### src/rtl/wb_daq_regs_pkg.sv
// Shared register map, register-select encoding and byte-lane merge helper
// for the DAQ Wishbone register block and its per-channel slices.
package wb_daq_regs_pkg;

    localparam logic [31:0] CONTROL_OFFSET    = 32'h00;
    localparam logic [31:0] INT_STATUS_OFFSET = 32'h04;
    localparam logic [31:0] INT_ENABLE_OFFSET = 32'h08;
    localparam logic [31:0] ID_OFFSET         = 32'h0C;
    localparam logic [31:0] CH_BASE           = 32'h10;
    localparam logic [31:0] CH_STRIDE         = 32'h10;
    localparam logic [31:0] CH_ADDRESS_OFFSET = 32'h0;
    localparam logic [31:0] CH_CONTROL_OFFSET = 32'h4;
    localparam logic [31:0] CH_STATUS_OFFSET  = 32'h8;

    localparam logic [7:0]  ID_MAGIC          = 8'hDA;

    typedef enum logic [2:0] {
        REG_NONE,
        REG_CONTROL,
        REG_INT_STATUS,
        REG_INT_ENABLE,
        REG_ID,
        REG_CH_ADDRESS,
        REG_CH_CONTROL,
        REG_CH_STATUS
    } reg_sel_e;

    function automatic logic [31:0] byte_merge(input logic [31:0] old_val,
                                               input logic [31:0] wr_val,
                                               input logic [3:0]  lanes);
        logic [31:0] res;
        for (int k = 0; k < 4; k++) begin
            res[8*k +: 8] = lanes[k] ? wr_val[8*k +: 8] : old_val[8*k +: 8];
        end
        return res;
    endfunction

endpackage

### src/rtl/wb_daq_ch_regs.sv
// One DAQ channel: ADDRESS/CONTROL with byte-lane writes, done-edge detector, pending bit.
// Latency: writes land on the clock edge of the strobe; pending sets one edge after done rises. No backpressure.
module wb_daq_ch_regs
    import wb_daq_regs_pkg::*;
(
    input  logic        wb_clk,
    input  logic        wb_rst,
    input  logic        addr_we,
    input  logic        ctrl_we,
    input  logic [3:0]  wr_sel,
    input  logic [31:0] wr_dat,
    input  logic        done,
    input  logic        pend_clr,
    output logic [31:0] address,
    output logic [31:0] control,
    output logic        pend
);

    logic done_q;
    logic rise;

    assign rise = done & ~done_q;

    // A new rising edge wins over a simultaneous write-1-to-clear.
    always_ff @(posedge wb_clk or negedge wb_rst) begin
        if (!wb_rst) begin
            done_q  <= 1'b0;
            address <= '0;
            control <= '0;
            pend    <= 1'b0;
        end else begin
            done_q <= done;
            if (addr_we) address <= byte_merge(address, wr_dat, wr_sel);
            if (ctrl_we) control <= byte_merge(control, wr_dat, wr_sel);
            pend <= rise | (pend & ~pend_clr);
        end
    end

endmodule

### src/rtl/wb_daq_regs_multi.sv
// Parametrised Wishbone B3 DAQ register slave with interrupt pending/enable and error on unmapped access.
// Latency: ack/err one cycle after request, held one cycle; next request accepted the cycle after; no wait states.
module wb_daq_regs_multi
    import wb_daq_regs_pkg::*;
#(
    parameter int         NUM_CH  = 4,
    parameter int         AW      = 8,
    parameter logic [7:0] VERSION = 8'h02
) (
    input  logic                   wb_clk,
    input  logic                   wb_rst,
    input  logic [AW-1:0]          wb_adr_i,
    input  logic [31:0]            wb_dat_i,
    input  logic [3:0]             wb_sel_i,
    input  logic                   wb_we_i,
    input  logic                   wb_cyc_i,
    input  logic                   wb_stb_i,
    input  logic [2:0]             wb_cti_i,
    input  logic [1:0]             wb_bte_i,
    output logic [31:0]            wb_dat_o,
    output logic                   wb_ack_o,
    output logic                   wb_err_o,
    output logic                   wb_rty_o,
    output logic [31:0]            daq_control_o,
    output logic [32*NUM_CH-1:0]   ch_address_o,
    output logic [32*NUM_CH-1:0]   ch_control_o,
    input  logic [32*NUM_CH-1:0]   ch_status_i,
    output logic                   interrupt
);

    localparam int         CHW      = (NUM_CH > 1) ? $clog2(NUM_CH) : 1;
    localparam logic [7:0] NUM_CH_B = 8'(NUM_CH);

    logic              req;
    logic              wr_en;
    logic              mapped;
    reg_sel_e          reg_sel;
    logic [CHW-1:0]    ch_idx;
    logic [31:0]       adr_word;
    logic [31:0]       ch_rel;
    logic [31:0]       ch_num;
    logic [31:0]       ch_sub;
    logic [31:0]       rdata;
    logic [31:0]       control_q;
    logic [NUM_CH-1:0] int_status;
    logic [NUM_CH-1:0] int_enable;
    logic [31:0]       ch_addr [NUM_CH];
    logic [31:0]       ch_ctrl [NUM_CH];
    logic              unused_bus;

    // cti/bte carry no meaning here: every beat is a classic single access.
    assign unused_bus = ^{wb_cti_i, wb_bte_i};

    assign req    = wb_cyc_i & wb_stb_i & ~wb_ack_o & ~wb_err_o;
    assign mapped = (reg_sel != REG_NONE);
    assign wr_en  = req & wb_we_i & mapped;

    assign wb_rty_o      = 1'b0;
    assign daq_control_o = control_q;

    always_comb begin
        reg_sel  = REG_NONE;
        ch_idx   = '0;
        adr_word = 32'(wb_adr_i) & ~32'h3;
        ch_rel   = adr_word - CH_BASE;
        ch_num   = ch_rel / CH_STRIDE;
        ch_sub   = ch_rel % CH_STRIDE;
        if (adr_word == CONTROL_OFFSET) begin
            reg_sel = REG_CONTROL;
        end else if (adr_word == INT_STATUS_OFFSET) begin
            reg_sel = REG_INT_STATUS;
        end else if (adr_word == INT_ENABLE_OFFSET) begin
            reg_sel = REG_INT_ENABLE;
        end else if (adr_word == ID_OFFSET) begin
            reg_sel = REG_ID;
        end else if (adr_word >= CH_BASE && ch_num < 32'(NUM_CH)) begin
            ch_idx = ch_num[CHW-1:0];
            case (ch_sub)
                CH_ADDRESS_OFFSET: reg_sel = REG_CH_ADDRESS;
                CH_CONTROL_OFFSET: reg_sel = REG_CH_CONTROL;
                CH_STATUS_OFFSET:  reg_sel = REG_CH_STATUS;
                default:           reg_sel = REG_NONE;
            endcase
        end
    end

    always_comb begin
        rdata = '0;
        case (reg_sel)
            REG_CONTROL:    rdata = control_q;
            REG_INT_STATUS: rdata = 32'(int_status);
            REG_INT_ENABLE: rdata = 32'(int_enable);
            REG_ID:         rdata = {8'h00, NUM_CH_B, ID_MAGIC, VERSION};
            REG_CH_ADDRESS: rdata = ch_addr[ch_idx];
            REG_CH_CONTROL: rdata = ch_ctrl[ch_idx];
            REG_CH_STATUS:  rdata = ch_status_i[32*ch_idx +: 32];
            default:        rdata = '0;
        endcase
    end

    always_ff @(posedge wb_clk or negedge wb_rst) begin
        if (!wb_rst) begin
            wb_ack_o   <= 1'b0;
            wb_err_o   <= 1'b0;
            wb_dat_o   <= '0;
            control_q  <= '0;
            int_enable <= '0;
            interrupt  <= 1'b0;
        end else begin
            wb_ack_o <= req & mapped;
            wb_err_o <= req & ~mapped;
            if (req & ~wb_we_i) wb_dat_o <= rdata;
            if (wr_en && reg_sel == REG_CONTROL) begin
                control_q <= byte_merge(control_q, wb_dat_i, wb_sel_i);
            end
            if (wr_en && reg_sel == REG_INT_ENABLE && wb_sel_i[0]) begin
                int_enable <= wb_dat_i[NUM_CH-1:0];
            end
            interrupt <= control_q[0] & |(int_status & int_enable);
        end
    end

    for (genvar n = 0; n < NUM_CH; n++) begin : g_ch
        wb_daq_ch_regs u_ch (
            .wb_clk   (wb_clk),
            .wb_rst   (wb_rst),
            .addr_we  (wr_en && reg_sel == REG_CH_ADDRESS && ch_idx == CHW'(n)),
            .ctrl_we  (wr_en && reg_sel == REG_CH_CONTROL && ch_idx == CHW'(n)),
            .wr_sel   (wb_sel_i),
            .wr_dat   (wb_dat_i),
            .done     (ch_status_i[32*n]),
            .pend_clr (wr_en && reg_sel == REG_INT_STATUS && wb_sel_i[0] && wb_dat_i[n]),
            .address  (ch_addr[n]),
            .control  (ch_ctrl[n]),
            .pend     (int_status[n])
        );
        assign ch_address_o[32*n +: 32] = ch_addr[n];
        assign ch_control_o[32*n +: 32] = ch_ctrl[n];
    end

endmodule

### config.mk
export PLATFORM = sky130hd
export DESIGN_NAME = wb_daq_regs_multi
export DESIGN_NICKNAME = d
export VERILOG_FILES = /design/src/rtl/wb_daq_regs_pkg.sv /design/src/rtl/wb_daq_ch_regs.sv /design/src/rtl/wb_daq_regs_multi.sv
export SDC_FILE = /design/constraint.sdc
export NUM_CORES = 1
export LEC_CHECK = 0
export ABC_CLOCK_PERIOD_IN_PS = 2850
export BUFFER_PORTS_ARGS = -buffer_cell sky130_fd_sc_hd__buf_2
export CAP_MARGIN = 0
export CORE_AREA = 4 4 192 194
export CTS_CLUSTER_DIAMETER = 120
export DETAILED_ROUTE_END_ITERATION = 8
export DIE_AREA = 0 0 196 198
export HOLD_SLACK_MARGIN = 0.15
export PLACE_DENSITY = 0.79
export SYNTH_ARGS = -nofsm -noshare
export SYNTH_HDL_FRONTEND = slang
export SYNTH_HIERARCHICAL = 1
export SYNTH_SLANG_ARGS = --single-unit
### constraint.sdc
create_clock -name wb_clk -period 2.85 [get_ports wb_clk]
set_input_delay 0.57 -clock wb_clk [delete_from_list [all_inputs] [get_ports wb_clk]]
set_output_delay 0.57 -clock wb_clk [all_outputs]
set_load 0.03 [all_outputs]
# Word-level counts from Yosys, hierarchy flattened
# Index checks and enable logic that the tools add are counted.
# word_totals
ff_bits	335
in_bits	182
out_inout_bits	324
word_cells	183
# classes
n_addsub	1
magnitude_cmp	3
eq_ne	15
shift	1
mux	18
bitwise	35
reduce_logical	61
# op_table
cell	count
32-bit case mux with 7 select lines	1
32-bit binary-select mux with 2-bit select	2
32-bit 2-to-1 mux	4
128-bit by 8-bit variable part select with 32-bit output	1
2-bit AND reduction	36
32-bit zero test	2
28-bit by 3-bit < comparator with 1-bit output, second input constant	1
1-bit logical AND	20
1-bit AND	17
3-bit 2-to-1 mux	5
3-bit equality test, second input constant	4
6-bit by 2-bit equality test with 1-bit output, second input constant	2
1-bit inverter	12
2-bit 2-to-1 mux	5
3-bit case mux with 3 select lines	1
8-bit by 5-bit subtractor with 9-bit output, second input constant	1
8-bit by 5-bit greater-or-equal comparator with 1-bit output, second input constant	1
3-bit by 2-bit equality test with 1-bit output, second input constant	2
6-bit by 1-bit equality test with 1-bit output, second input constant	1
4-bit AND	1
2-bit equality test, second input constant	2
4-bit by 3-bit equality test with 1-bit output, second input constant	1
4-bit equality test, second input constant	1
1-bit OR	4
other kinds (7)	7

# Logic depth before layout (Yosys ltp)
# Gate-level depths: netlist (run 1).
# depth
word_depth	16
depth_mapped	15
ltp_nobuf	11

# By module
# Netlist (run 1), hierarchy kept.
# modules_own_cells
mod	n_inst	cells_each	area_per_inst_um2	seq_area_each_um2
wb_daq_ch_regs	4	141	2436.1	1651.6
wb_daq_regs_multi	1	781	6321.1	1776.7

# Worst setup path after synthesis (run 1)
# Ideal clock, no wire load.
# synth_timing
kind	input to register
from	in wb_adr_i[4]
to	reg g_ch[3].u_ch.address[10]
setup_time_ns	0.125
arrival_ns	3.740
required_ns	2.725
slack_ns	-1.015
stages	13
n_path_buf	3
cell_sequence	buf_2 -> inv_1 -> clkbuf_1 -> ha_1 -> or4b_1 -> o22a_1 -> a211o_1 -> nor2_1 -> buf_2 -> nand2_1 -> nor3_1 -> nand2_2 -> mux2_2
# synth_between
elab_chain_cells	13
word_cells_on_any_way	25
cone_classes	add/sub (1); order compare (2); eq/ne (5); mux (10); bitwise (1); reduce/logical (6)
# synth_lines
item	line_no	source
start, declared	wb_daq_regs_multi.sv:12	input logic [AW-1:0] wb_adr_i,
8-bit by 5-bit subtractor with 9-bit output	wb_daq_regs_multi.sv:65	ch_rel = adr_word - CH_BASE;
28-bit by 3-bit < comparator with 1-bit output	wb_daq_regs_multi.sv:76	end else if (adr_word >= CH_BASE && ch_num < 32'(NUM_CH)) begin
1-bit logical AND	wb_daq_regs_multi.sv:76	
3-bit 2-to-1 mux	wb_daq_regs_multi.sv:76	
3-bit 2-to-1 mux	wb_daq_regs_multi.sv:74	end else if (adr_word == ID_OFFSET) begin
3-bit 2-to-1 mux	wb_daq_regs_multi.sv:72	end else if (adr_word == INT_ENABLE_OFFSET) begin
3-bit 2-to-1 mux	wb_daq_regs_multi.sv:70	end else if (adr_word == INT_STATUS_OFFSET) begin
3-bit 2-to-1 mux	wb_daq_regs_multi.sv:68	if (adr_word == CONTROL_OFFSET) begin
3-bit nonzero test	wb_daq_regs_multi.sv:55	assign mapped = (reg_sel != REG_NONE);
1-bit AND	wb_daq_regs_multi.sv:56	assign wr_en = req & wb_we_i & mapped;
1-bit logical AND	wb_daq_regs_multi.sv:127	.addr_we (wr_en && reg_sel == REG_CH_ADDRESS && ch_idx == CHW'(n)),
1-bit logical AND (*)	wb_daq_regs_multi.sv:127	
2-bit AND reduction (no source line) (*)	--	
end signal, assigned	wb_daq_ch_regs.sv:33	if (addr_we) address <= byte_merge(address, wr_dat, wr_sel);
end, declared	wb_daq_ch_regs.sv:14	output logic [31:0] address,
# Every way passes the cells marked *; elsewhere a longest branch is shown, timed or not.
# A chain may end at the register's enable or synchronous reset.

# Final worst setup path (run 1)
# layout_timing
from	in wb_adr_i[5]
to	reg g_ch[3].u_ch.control[25]
# layout_between
elab_chain_cells	13
word_cells_on_any_way	25
cone_classes	add/sub (1); order compare (2); eq/ne (5); mux (10); bitwise (1); reduce/logical (6)
# layout_lines
item	line_no	source
8-bit by 5-bit subtractor with 9-bit output	wb_daq_regs_multi.sv:65	
28-bit by 3-bit < comparator with 1-bit output	wb_daq_regs_multi.sv:76	
1-bit logical AND	wb_daq_regs_multi.sv:76	
3-bit 2-to-1 mux	wb_daq_regs_multi.sv:76	
3-bit 2-to-1 mux	wb_daq_regs_multi.sv:74	
3-bit 2-to-1 mux	wb_daq_regs_multi.sv:72	
3-bit 2-to-1 mux	wb_daq_regs_multi.sv:70	
3-bit 2-to-1 mux	wb_daq_regs_multi.sv:68	
3-bit nonzero test	wb_daq_regs_multi.sv:55	
1-bit AND	wb_daq_regs_multi.sv:56	
1-bit logical AND	wb_daq_regs_multi.sv:128	.ctrl_we (wr_en && reg_sel == REG_CH_CONTROL && ch_idx == CHW'(n)),
1-bit logical AND (*)	wb_daq_regs_multi.sv:128	
2-bit AND reduction (no source line) (*)	--	
end signal, assigned	wb_daq_ch_regs.sv:34	if (ctrl_we) control <= byte_merge(control, wr_dat, wr_sel);
end, declared	wb_daq_ch_regs.sv:15	output logic [31:0] control,
# Marked as above.

==> results of run 1 <==
-- layout by cell type, fill, tap and decap left out, types with 4 or more instances in the layout --
cell	Yosys	routed
a211oi_1	6	5
a21oi_1	72	69
a221o_1	18	18
a221oi_1	19	19
a222oi_1	17	17
a22oi_1	82	82
and2_1	10	9
buf_12	0	17
buf_2	18	494
buf_4	1	126
buf_6	0	6
buf_8	0	4
clkbuf_1	49	6
clkbuf_16	0	39
clkbuf_8	0	7
clkinv_2	0	8
dfrtp_1	335	335
diode_2	0	4
ha_1	7	5
inv_1	18	16
mux2_2	284	280
mux2_4	0	28
mux2i_1	30	30
nand2_1	50	48
nand2_2	32	5
nand2_4	3	24
nand2_8	0	8
nand3_1	14	14
nor2_1	81	72
nor2_4	0	8
nor2b_1	8	6
nor3_1	22	20
o211a_1	4	4
o21ai_0	58	56
o22ai_1	27	26
o31ai_1	5	4
-- state kept, by name (all words and copies together) (netlist names) --
signal / flops
g_ch.u_ch/pend: 4
wb_ack_o: 1
wb_dat_o: 32
g_ch.u_ch/done_q: 4
wb_err_o: 1
g_ch.u_ch/address: 128
g_ch.u_ch/control: 128
daq_control_o: 32
interrupt: 1
int_enable: 4
-- logic make-up (layout without fill, tap and decap cells) --
family / after synthesis / in the layout / synth area share
AOI/OAI and AO/OA: 334 / 334 / 0.142
buffers and inverters: 89 / 731 / 0.0224
adders and majority gates: 7 / 7 / 0.00545
and+or+nand+nor: 241 / 241 / 0.0736
muxes: 338 / 338 / 0.235
DFF: 335 / 335 / 0.522
other: 1 / 5 / 0.000233
-- worst max path at each step --
stage	from	endpoint	slack (ns)	cells past startpoint
2_1_floorplan	wb_adr_i[4]	g_ch[3].u_ch/control[0]	-0.46	12
3_3_place_gp	wb_adr_i[3]	wb_dat_o[29]	-0.69	14
3_5_place_dp	wb_adr_i[5]	wb_dat_o[29]	-0.73	13
4_1_cts	wb_adr_i[5]	g_ch[3].u_ch/control[26]	-0.04	12
5_1_grt	wb_adr_i[4]	g_ch[3].u_ch/control[0]	-0.08	12
6_report	wb_adr_i[5]	g_ch[3].u_ch/control[25]	-0.01	12
-- what timing repair did --
action / 4_1_cts / 5_1_grt
setup buffers: 0 / 9
setup endpoints to repair: 37 / 159
gates resized for setup: 5 / 39
hold buffers: 1 / 0
hold endpoints to repair: 46 / 0
pin swaps: 0 / 13
-- area by class of cell --
| cell class | instances | area, um2 | area share |
|---|---|---|---|
| flip-flops and latches | 335 | 8380 | 0.380 |
| multi-input cells | 921 | 7900 | 0.358 |
| repair buffers | 648 | 3900 | 0.177 |
| clock buffers | 52 | 1090 | 0.0497 |
| well taps | 461 | 577 | 0.0262 |
| clock inverters | 13 | 104 | 0.00471 |
| inverters | 18 | 75.1 | 0.00341 |
| diodes | 4 | 10.0 | 0.000454 |
-- power by group through the flow --
stage	logic [mW]	clock network, mW	registers (mW)
6_report	1.57	4.72	4.97
5_1_grt	1.66	4.99	4.97
4_1_cts	1.54	4.78	4.96
3_5_place_dp	1.53	0	5.05
3_3_place_gp	1.51	0	5.04
2_1_floorplan	0.521	0	5.22
-- layer usage --
metal  global-route usage  up-vias  routed length (um)
met5                    0        -                  11
met4                0.131        2                2800
met3               0.0881      190                7070
met2                0.536      965               31600
met1                0.424     7595               25200
li1                     -     6305                   -
==> metrics, run 1 <==
P&R area growth vs syn=37.2%; peak supply drop=between 0.4 and 0.5 mV; hold depth=1; I/O pin count=506; First-pass DRT Iterations=5; CP Data Arrival Time=between 3 and 4 ns; Final TNS setup=-0.0709 ns; DIE HEIGHT=roughly 200 um; Via Count=between 15,000 and 20,000; RSZ-0062 raised after global routing=true; Cells after Synth=approximately 1,300; Root Driver=clkbuf_16; HP Class=input pin to register; Hold Crit Start=ch_status_i[96]; synthesized area=~16,000 um2; Syn Area/Cell=between 10 and 15 um2; GP Congestion=0.950; # clock sinks=between 300 and 400; Clk pwr share=0.419; share of cells above drive strength 1=0.550; P_leak=around 12 nW; Total Wirelength=approximately 67 mm; Internal Power=a little over 8 mW; Fin Hold WS=about 0.22 ns; syn_nets=about 1,500; top-area cell type share of the netlist area=0.522; reg-to-reg setup timing slack=~0.34 ns; Worst setup SP type=input pin; Seq/Total Area, Yosys=0.522; CP cell instances=buf_8, inv_6, ha_4, or4b_4, o31ai_4, o22ai_4, nand2b_4, or3_4, nor3_4, buf_4, nand2_2, mux2_2; antenna violations before repair=5; Avg WL per Cell=~27 um; fin area=~22,000 um2; Slew @ Worst Pin=0.621 ns; die area=just under 40,000 um2; share of total power in combinational logic=0.139; Final WS setup=-0.0123 ns; Post-DRT Antenna Nets=0; cell with the most instances after synthesis=dfrtp_1; MaxCap Viol Count=0; Max stage delay on crit path=between 0.5 and 0.6 ns; Final Hold Viols=0; sequential share of power=0.441; number of global-route vias before repair=15,532; Tcrit/Tclk final=1.00; worst-path maximum fanout=8; Fmax achieved=0.349 GHz; cells on worst reg2reg path=7; dominant cell type by area after synthesis=dfrtp_1; Die Width=slightly below 200 um; Rel. slew slack=0.585; failing checks=negative setup slack; Tot Pwr=between 10 and 15 mW; reg-to-reg endpoint=int_enable[3]; Crit path max-delay family=simple AND/OR/NAND/NOR gates; Distinct cells, synth=slightly below 60; Power Dens Cells=just over 500 nW/um2; max-slew violations=0; Total Nets Final=~2,200; count of input and output buffers=~500; total gr overflow=0; Num CTS Buffers=37; DP HPWL=48.8 mm; # setup viols final=9; largest cells by area after synthesis=dfrtp_1 (52%), mux2_2 (20%), a22oi_1 (3.8%); Non-Filler Instances=about 2,500; core box area=~35,000 um2; Max H-tree Level=2; sw power=3.04 mW; synth cell count leaders=dfrtp_1 (335), mux2_2 (284), a22oi_1 (82); clock-pin slew of the registers on the worst-case setup and hold paths=0.06 ns; first-pass GRT wire length=97.6 mm; sw frac=0.270; Required @ worst endpoint=around 3.3 ns; gr usage total=0.330; drt initial violations=between 1,000 and 1,500; CTS tree=built; Hold Path End=g_ch[3].u_ch/done_q; largest net degree at the start of global routing=between 80 and 90; ys flop type=dfrtp_1; dpl cells=around 2,400; Vias/cell=a little over 6; num rows=69; asr flop ratio synth=1.00; outcome=complete, but fails checks; register bit count reported by yosys=about 340; Tmin final=~2.9 ns; Starting Density=0.456; Yosys warning count=6; WS Path Type=input pin to register; worst skew pair latency=0.53 ns; Post-synth EDFFs=0; Worst Path Buf+Inv=3; Cell Area, Placed=between 20,000 and 25,000 um2; fill cell count=~2,900; Clock Tree Buf Depth=3; pre-CTS WS=-0.729 ns; drc violations=0; Final Core Density=0.626; Max stage delay cell, worst path=or4b_4; FF-to-FF Start=wb_ack_o; Clock Skew=0.0187 ns; crit path capture type=register
Note: power is estimated with default switching activity, not from simulation.
==> inputs of run 2 (changes only) <==
--- a/config.mk
+++ b/config.mk
@@ -9,10 +9,11 @@
 export BUFFER_PORTS_ARGS = -buffer_cell sky130_fd_sc_hd__buf_2
 export CAP_MARGIN = 0
 export CORE_AREA = 4 4 192 194
+export CTS_BUF_LIST = sky130_fd_sc_hd__clkbuf_16
 export CTS_CLUSTER_DIAMETER = 120
 export DETAILED_ROUTE_END_ITERATION = 8
 export DIE_AREA = 0 0 196 198
-export HOLD_SLACK_MARGIN = 0.15
+export HOLD_SLACK_MARGIN = 0.12
 export PLACE_DENSITY = 0.79
 export SYNTH_ARGS = -nofsm -noshare
 export SYNTH_HDL_FRONTEND = slang
==> run 2 against run 1 <==
Net effect:
- the run now ends clean
- maximum frequency is 2.1% higher
- sequential power hardly changed
- clock skew is 0.00068 ns higher
- final cell count stayed put
- clock power is 4.2% lower
- via count is 0.37% lower
- total power is 1.8% lower
- worst setup slack better by 0.060 ns
- register-to-register slack better by 0.02 ns
- sequential share of layout area is 0.17 points higher
- critical endpoint is now g_ch[3].u_ch/control[12]
==> metrics, run 2 (synthesized netlist as in run 1, its figures left out) <==
Worst setup startpoint=wb_adr_i[5]; Vias/cell=6.12 (-0.37%); Fmax achieved=0.357 GHz (+2.1%); max-slew violations=0 (unchanged); CP cell instances=buf_8, inv_6, ha_4, or4b_4, o31ai_4, o22ai_4, nand2b_4, or3_4, nor3_4, buf_6, nand2_8, mux2_4; FF-to-FF Start=wb_ack_o; Final WS setup=0.0473 ns (+0.0596 ns); Worst setup SP type=input pin; First-pass DRT Iterations=6 (+1); Worst Path Buf+Inv=3 (unchanged); Total Nets Final=2,149 (-0.047%); Fin Hold WS=0.215 ns (-0.00656 ns); number of global-route vias before repair=15,519 (-0.084%); Clock Skew=0.0194 ns (+0.000676 ns); Post-DRT Antenna Nets=0 (unchanged); Total Wirelength=66.7 mm (+0.16%); commonest non-fill, non-tap cells in the layout=buf_2 (494), dfrtp_1 (335), mux2_2 (281); Via Count=15,001 (-0.37%); gr usage total=0.329 (about the same); die area=38,800 um2 (unchanged); reg-to-reg setup timing slack=0.36 ns (+0.02 ns); outcome=completed; share of cells above drive strength 1=0.546 (-0.00375); Max stage delay cell, worst path=or4b_4; GP Congestion=0.950 (unchanged); Max H-tree Level=2 (unchanged); drt initial violations=1,173 (+3.2%); Crit path max-delay family=simple AND/OR/NAND/NOR gates; MaxCap Viol Count=0 (unchanged); Rel. slew slack=0.559 (-0.0265); CTS tree=built; cells on worst reg2reg path=7 (unchanged); Num CTS Buffers=37 (unchanged); largest net degree at the start of global routing=87 (unchanged); Tmin final=2.80 ns (-0.0596 ns); Root Driver=clkbuf_16; Tcrit/Tclk final=0.983 (-0.0209); HP Class=input pin to register; RSZ-0062 raised after global routing=true; reg-to-reg endpoint=int_enable[0]; # clock sinks=335 (unchanged); Power Dens Cells=504 nW/um2 (-1.4%); DP HPWL=48.8 mm (unchanged); Max stage delay on crit path=0.55 ns (about the same); Die Width=196 um (unchanged); core box area=35,200 um2 (unchanged); first-pass GRT wire length=97.4 mm (-0.18%); largest registers=g_ch.u_ch/address (128), g_ch.u_ch/control (128); total gr overflow=0 (unchanged); num rows=69 (unchanged); count of input and output buffers=497 (unchanged); Final Hold Viols=0 (unchanged); I/O pin count=506 (unchanged); Clock Tree Buf Depth=3 (unchanged); Starting Density=0.456 (unchanged); DIE HEIGHT=198 um (unchanged); P&R area growth vs syn=36.5%; crit path capture type=register; worst-path maximum fanout=8 (unchanged); CP Data Arrival Time=3.19 ns (-0.07 ns); clock-pin slew of the registers on the worst-case setup and hold paths=0.06 ns (about the same); P_leak=11.8 nW (about the same); worst skew pair latency=0.52 ns (about the same); peak supply drop=0.461 mV (-2.2%); Slew @ Worst Pin=0.661 ns (+0.0397 ns); Non-Filler Instances=2,452 (unchanged); drc violations=0 (unchanged); # setup viols final=0 (-9); pre-CTS WS=-0.729 ns (unchanged); dpl cells=2,374 (unchanged); Critical Path Sink=g_ch[3].u_ch/control[12]; Final TNS setup=0 ns (+0.0709 ns); Required @ worst endpoint=3.24 ns (about the same); instance count on the critical path=12 (unchanged); Avg WL per Cell=27.2 um (+0.16%); antenna violations before repair=6 (+1); most common cell after layout, fill and taps aside=buf_2; WS Path Type=input pin to register
==> run 2: changes by cell type in the layout (fill, tap and decap cells not counted), moves of 2 or more <==
cell and change:
nand2_8 -2, nand2_4 +4, clkbuf_8 -7, inv_1 +6, nand2_2 -2, clkbuf_1 -6
buf_4 +2, buf_6 -3, clkinv_1 +7
==> run 2: per-layer routing <==
metal,up-vias,share of wire,global-route usage
li1,6307,-,-
met1,7556,0.38,0.424
met2,946,0.47,0.534
met3,190,0.10,0.0864
met4,2,0.045,0.134
met5,-,0.00016,0
==> run 2: how the worst min path moves through the flow <==
stage	startpoint	to	slack [ns]	cells after the start
2_1_floorplan	wb_rst	daq_control_o[0]	0.27	0
4_1_cts	ch_status_i[96]	g_ch[3].u_ch/done_q	0.20	1
3_5_place_dp	g_ch[2].u_ch/done_q	g_ch[2].u_ch/pend	0.42	1
6_report	ch_status_i[96]	g_ch[3].u_ch/done_q	0.22	1
3_3_place_gp	g_ch[0].u_ch/done_q	g_ch[0].u_ch/pend	0.41	1
5_1_grt	ch_status_i[96]	g_ch[3].u_ch/done_q	0.20	1
==> run 2: report_power, final <==
group | internal, mW | total [mW] | switching (mW)
logic | 0.586 | 1.57 | 0.981
registers | 4.86 | 4.97 | 0.105
clock network | 2.56 | 4.52 | 1.96
==> run 2: repair_timing <==
| item | in CTS | in global routing |
|---|---|---|
| hold buffers | 1 | 0 |
| endpoints found under the hold margin | 46 | 0 |
| cloned | 0 | 0 |
| buffers inserted | 0 | 7 |
| pin swaps | 0 | 7 |
| resized for setup | 5 | 35 |
| setup endpoints to repair | 37 | 159 |
==> run 2: layout make-up <==
type | instances | area (um2)
Sequential cell | 335 | 8380
Fill cell | 2898 | 13300
Antenna cell | 5 | 12.5
Clock inverter | 26 | 153
Clock buffer | 39 | 976
Timing Repair Buffer | 647 | 3880
Inverter | 18 | 75.1
Multi-Input combinational cell | 921 | 7880
Tap cell | 461 | 577
==> run 2: per-stage QoR <==
stage | power, mW | cell area [um2] | utilization
global placement | 6.55 | 20600 | 0.584
global route | 11.4 | 21900 | 0.623
finish | 11.1 | 21900 | 0.623
floorplan | 5.74 | 16500 | -
detailed placement | 6.58 | 20600 | 0.584
CTS | 11.1 | 21700 | 0.617
==> inputs of run 3 (changes only) <==
--- a/config.mk
+++ b/config.mk
@@ -5,7 +5,7 @@
 export SDC_FILE = /design/constraint.sdc
 export NUM_CORES = 1
 export LEC_CHECK = 0
-export ABC_CLOCK_PERIOD_IN_PS = 2850
+export ABC_CLOCK_PERIOD_IN_PS = 3550
 export BUFFER_PORTS_ARGS = -buffer_cell sky130_fd_sc_hd__buf_2
 export CAP_MARGIN = 0
 export CORE_AREA = 4 4 192 194
@@ -14,6 +14,7 @@
 export DETAILED_ROUTE_END_ITERATION = 8
 export DIE_AREA = 0 0 196 198
 export HOLD_SLACK_MARGIN = 0.12
+export MAX_ROUTING_LAYER = met4
 export PLACE_DENSITY = 0.79
 export SYNTH_ARGS = -nofsm -noshare
 export SYNTH_HDL_FRONTEND = slang
==> constraint.sdc (replaced) <==
create_clock -name wb_clk -period 3.55 [get_ports wb_clk]
set_input_delay 0.71 -clock wb_clk [delete_from_list [all_inputs] [get_ports wb_clk]]
set_output_delay 0.71 -clock wb_clk [all_outputs]
set_load 0.03 [all_outputs]
==> run 3 against run 2 <==
Net effect:
- die area unchanged
- wire length decreased by 3.4%
- hold slack got worse by 0.066 ns
- cell area decreased by 4.4%
- clock power decreased by 17%
- critical path depth unchanged
- utilization decreased by 2.7 points
- sequential share of layout area increased by 1.8 points
- worst setup slack improved by 0.30 ns
- clock skew decreased by 0.0047 ns
- final cell count decreased by 3.1%
- global-route usage decreased by 0.080 points
==> metrics, run 3 (synthesized netlist as in run 1, its figures left out) <==
crit path capture type=register; HP Class=input pin to async pin; Tmin final=3.20 ns; DIE HEIGHT=198 um (unchanged); CP cell instances=buf_2, buf_4, buf_4, or2_2, a21boi_1, o21ai_0, a211o_1, nor2_4, nand2_4, nor3_4, nand2_2, mux2_2; Fmax achieved=0.312 GHz; Rel. slew slack=0.354 (-0.204); Clk pwr share=0.424 (+0.015); First-pass DRT Iterations=5 (-1); Required @ worst endpoint=3.95 ns (+0.71 ns); # clock sinks=335 (unchanged); Post-DRT Antenna Nets=0 (unchanged); Clock Tree Buf Depth=3 (unchanged); sw power=2.43 mW (-20%); dpl cells=2,304 (-2.9%); max-slew violations=0 (unchanged); MaxCap Viol Count=0 (unchanged); postcts setup bufs=0 (unchanged); Worst setup SP type=input pin; num rows=69 (unchanged); CP Data Arrival Time=3.60 ns (+0.41 ns); fin area=21,000 um2 (-4.4%); peak supply drop=0.390 mV (-15%); Power Dens Cells=424 nW/um2 (-16%); GP Congestion=0.918 (-3.3%); worst skew pair latency=0.52 ns (about the same); sw frac=0.273 (-0.00206); Final Core Density=0.596 (-0.0273); largest registers=g_ch.u_ch/address (128), g_ch.u_ch/control (128); clock-pin slew of the registers on the worst-case setup and hold paths=0.06 ns (about the same); Non-Filler Instances=2,377 (-3.1%); count of input and output buffers=497 (unchanged); drt initial violations=1,189 (+1.4%); Final Hold Viols=0 (unchanged); Root Driver=clkbuf_16; gr usage total=0.329 (-0.000798); RSZ-0062 raised after global routing=false; most used cell, CP=buf_4; core box area=35,200 um2 (unchanged); worst-path maximum fanout=8 (unchanged); Total Nets Final=2,071 (-3.6%); Hold Buf Count CTS=0 (-1); share of total power in combinational logic=0.128 (-0.014); sequential share of power=0.448 (about the same); total gr overflow=0 (unchanged); die area=38,800 um2 (unchanged); first-pass GRT wire length=94.0 mm (-3.5%); Max stage delay cell, worst path=a211o_1; share of cells above drive strength 1=0.512 (-0.0343); number of global-route vias before repair=15,074 (-2.9%); Internal Power=6.46 mW (-19%); CTS tree=built; Tcrit/Tclk final=0.902; Via Count=14,615 (-2.6%); Slew @ Worst Pin=0.966 ns (+0.305 ns); DP HPWL=45.4 mm (-6.9%); drc violations=0 (unchanged); # setup viols final=0 (unchanged); P_leak=11.1 nW (-5.8%); Die Width=196 um (unchanged); antenna violations before repair=6 (unchanged); commonest non-fill, non-tap cells in the layout=buf_2 (496), dfrtp_1 (335), mux2_2 (283); Max stage delay on crit path=0.38 ns (-0.17 ns); P&R area growth vs syn=30.6%; Num CTS Buffers=37 (unchanged); most common cell after layout, fill and taps aside=buf_2; Vias/cell=6.15 (+0.50%); Cell Area, Placed=19,800 um2 (-3.8%); Total Wirelength=64.4 mm (-3.4%); Avg WL per Cell=27.1 um (-0.37%); WS Path Type=input pin to register; Max H-tree Level=2 (unchanged); largest net degree at the start of global routing=91 (+4.6%); Tot Pwr=8.88 mW (-20%); outcome=completed; Clock Skew=0.0147 ns (-0.00471 ns); I/O pin count=506 (unchanged); Starting Density=0.456 (unchanged); Post-CTS Resized=0 (-5)
-- run 3: cell types whose count changed in the layout (fill, tap and decap cells not counted), moves of 6 or more --
cell and change:
buf_4 -72, mux2_1 +24, mux2_4 -26, nand2_2 +29, nand2_4 -24, nand2_8 -6
-- run 3: power by group through the flow --
stage	registers (mW)	logic, mW	clock network (mW)
global placement	4.04	1.11	0
floorplan	4.19	0.381	0
global route	3.98	1.21	3.96
CTS	3.97	1.13	3.81
detailed placement	4.04	1.13	0
finish	3.98	1.14	3.77
-- run 3: metrics by stage --
stage	hold WS, ns	TNS, ns	setup slack (ns)
floorplan	0.409	0	0.0210
global placement	0.413	-5.03	-0.108
detailed placement	0.424	-8.02	-0.131
CTS	0.169	0	0.391
global route	0.193	0	0.195
finish	0.149	0	0.348
-- run 3: final timing paths --
path / startpoint / end / slack (ns) / cells after the start
min in group wb_clk: ch_status_i[96] / g_ch[3].u_ch/done_q / 0.35 / 1
max in group asynchronous: wb_rst / daq_control_o[2] / 2.38 / 2
hold / removal: wb_rst / g_ch[2].u_ch/control[3] / 0.15 / 1
setup reg to reg: wb_err_o / g_ch[3].u_ch/address[6] / 0.95 / 7
setup / recovery: wb_adr_i[4] / g_ch[3].u_ch/address[6] / 0.35 / 12
hold reg to reg: g_ch[0].u_ch/done_q / g_ch[0].u_ch/pend / 0.43 / 1
-- run 3: final cells by class --
type	instances	area (um2)
Antenna cell	6	15.0
Clock buffer	38	951
Clock inverter	29	225
Fill cell	2890	14200
Inverter	18	67.6
Multi-Input combinational cell	921	7520
Sequential cell	335	8380
Tap cell	461	577
Timing Repair Buffer	569	3240
-- run 3: critical path: cells and delay by family --
kind            cells  cell delay (ns)
compound gates      3             0.85
buf+inv             3             0.46
mux                 1             0.37
simple gates        5             1.21
-- run 3: metal layers --
layer | global-route usage | wire length [um]
met1 | 0.410 | 24400
met2 | 0.522 | 30600
met3 | 0.0793 | 6690
met4 | 0.129 | 2790
met5 | - | 0
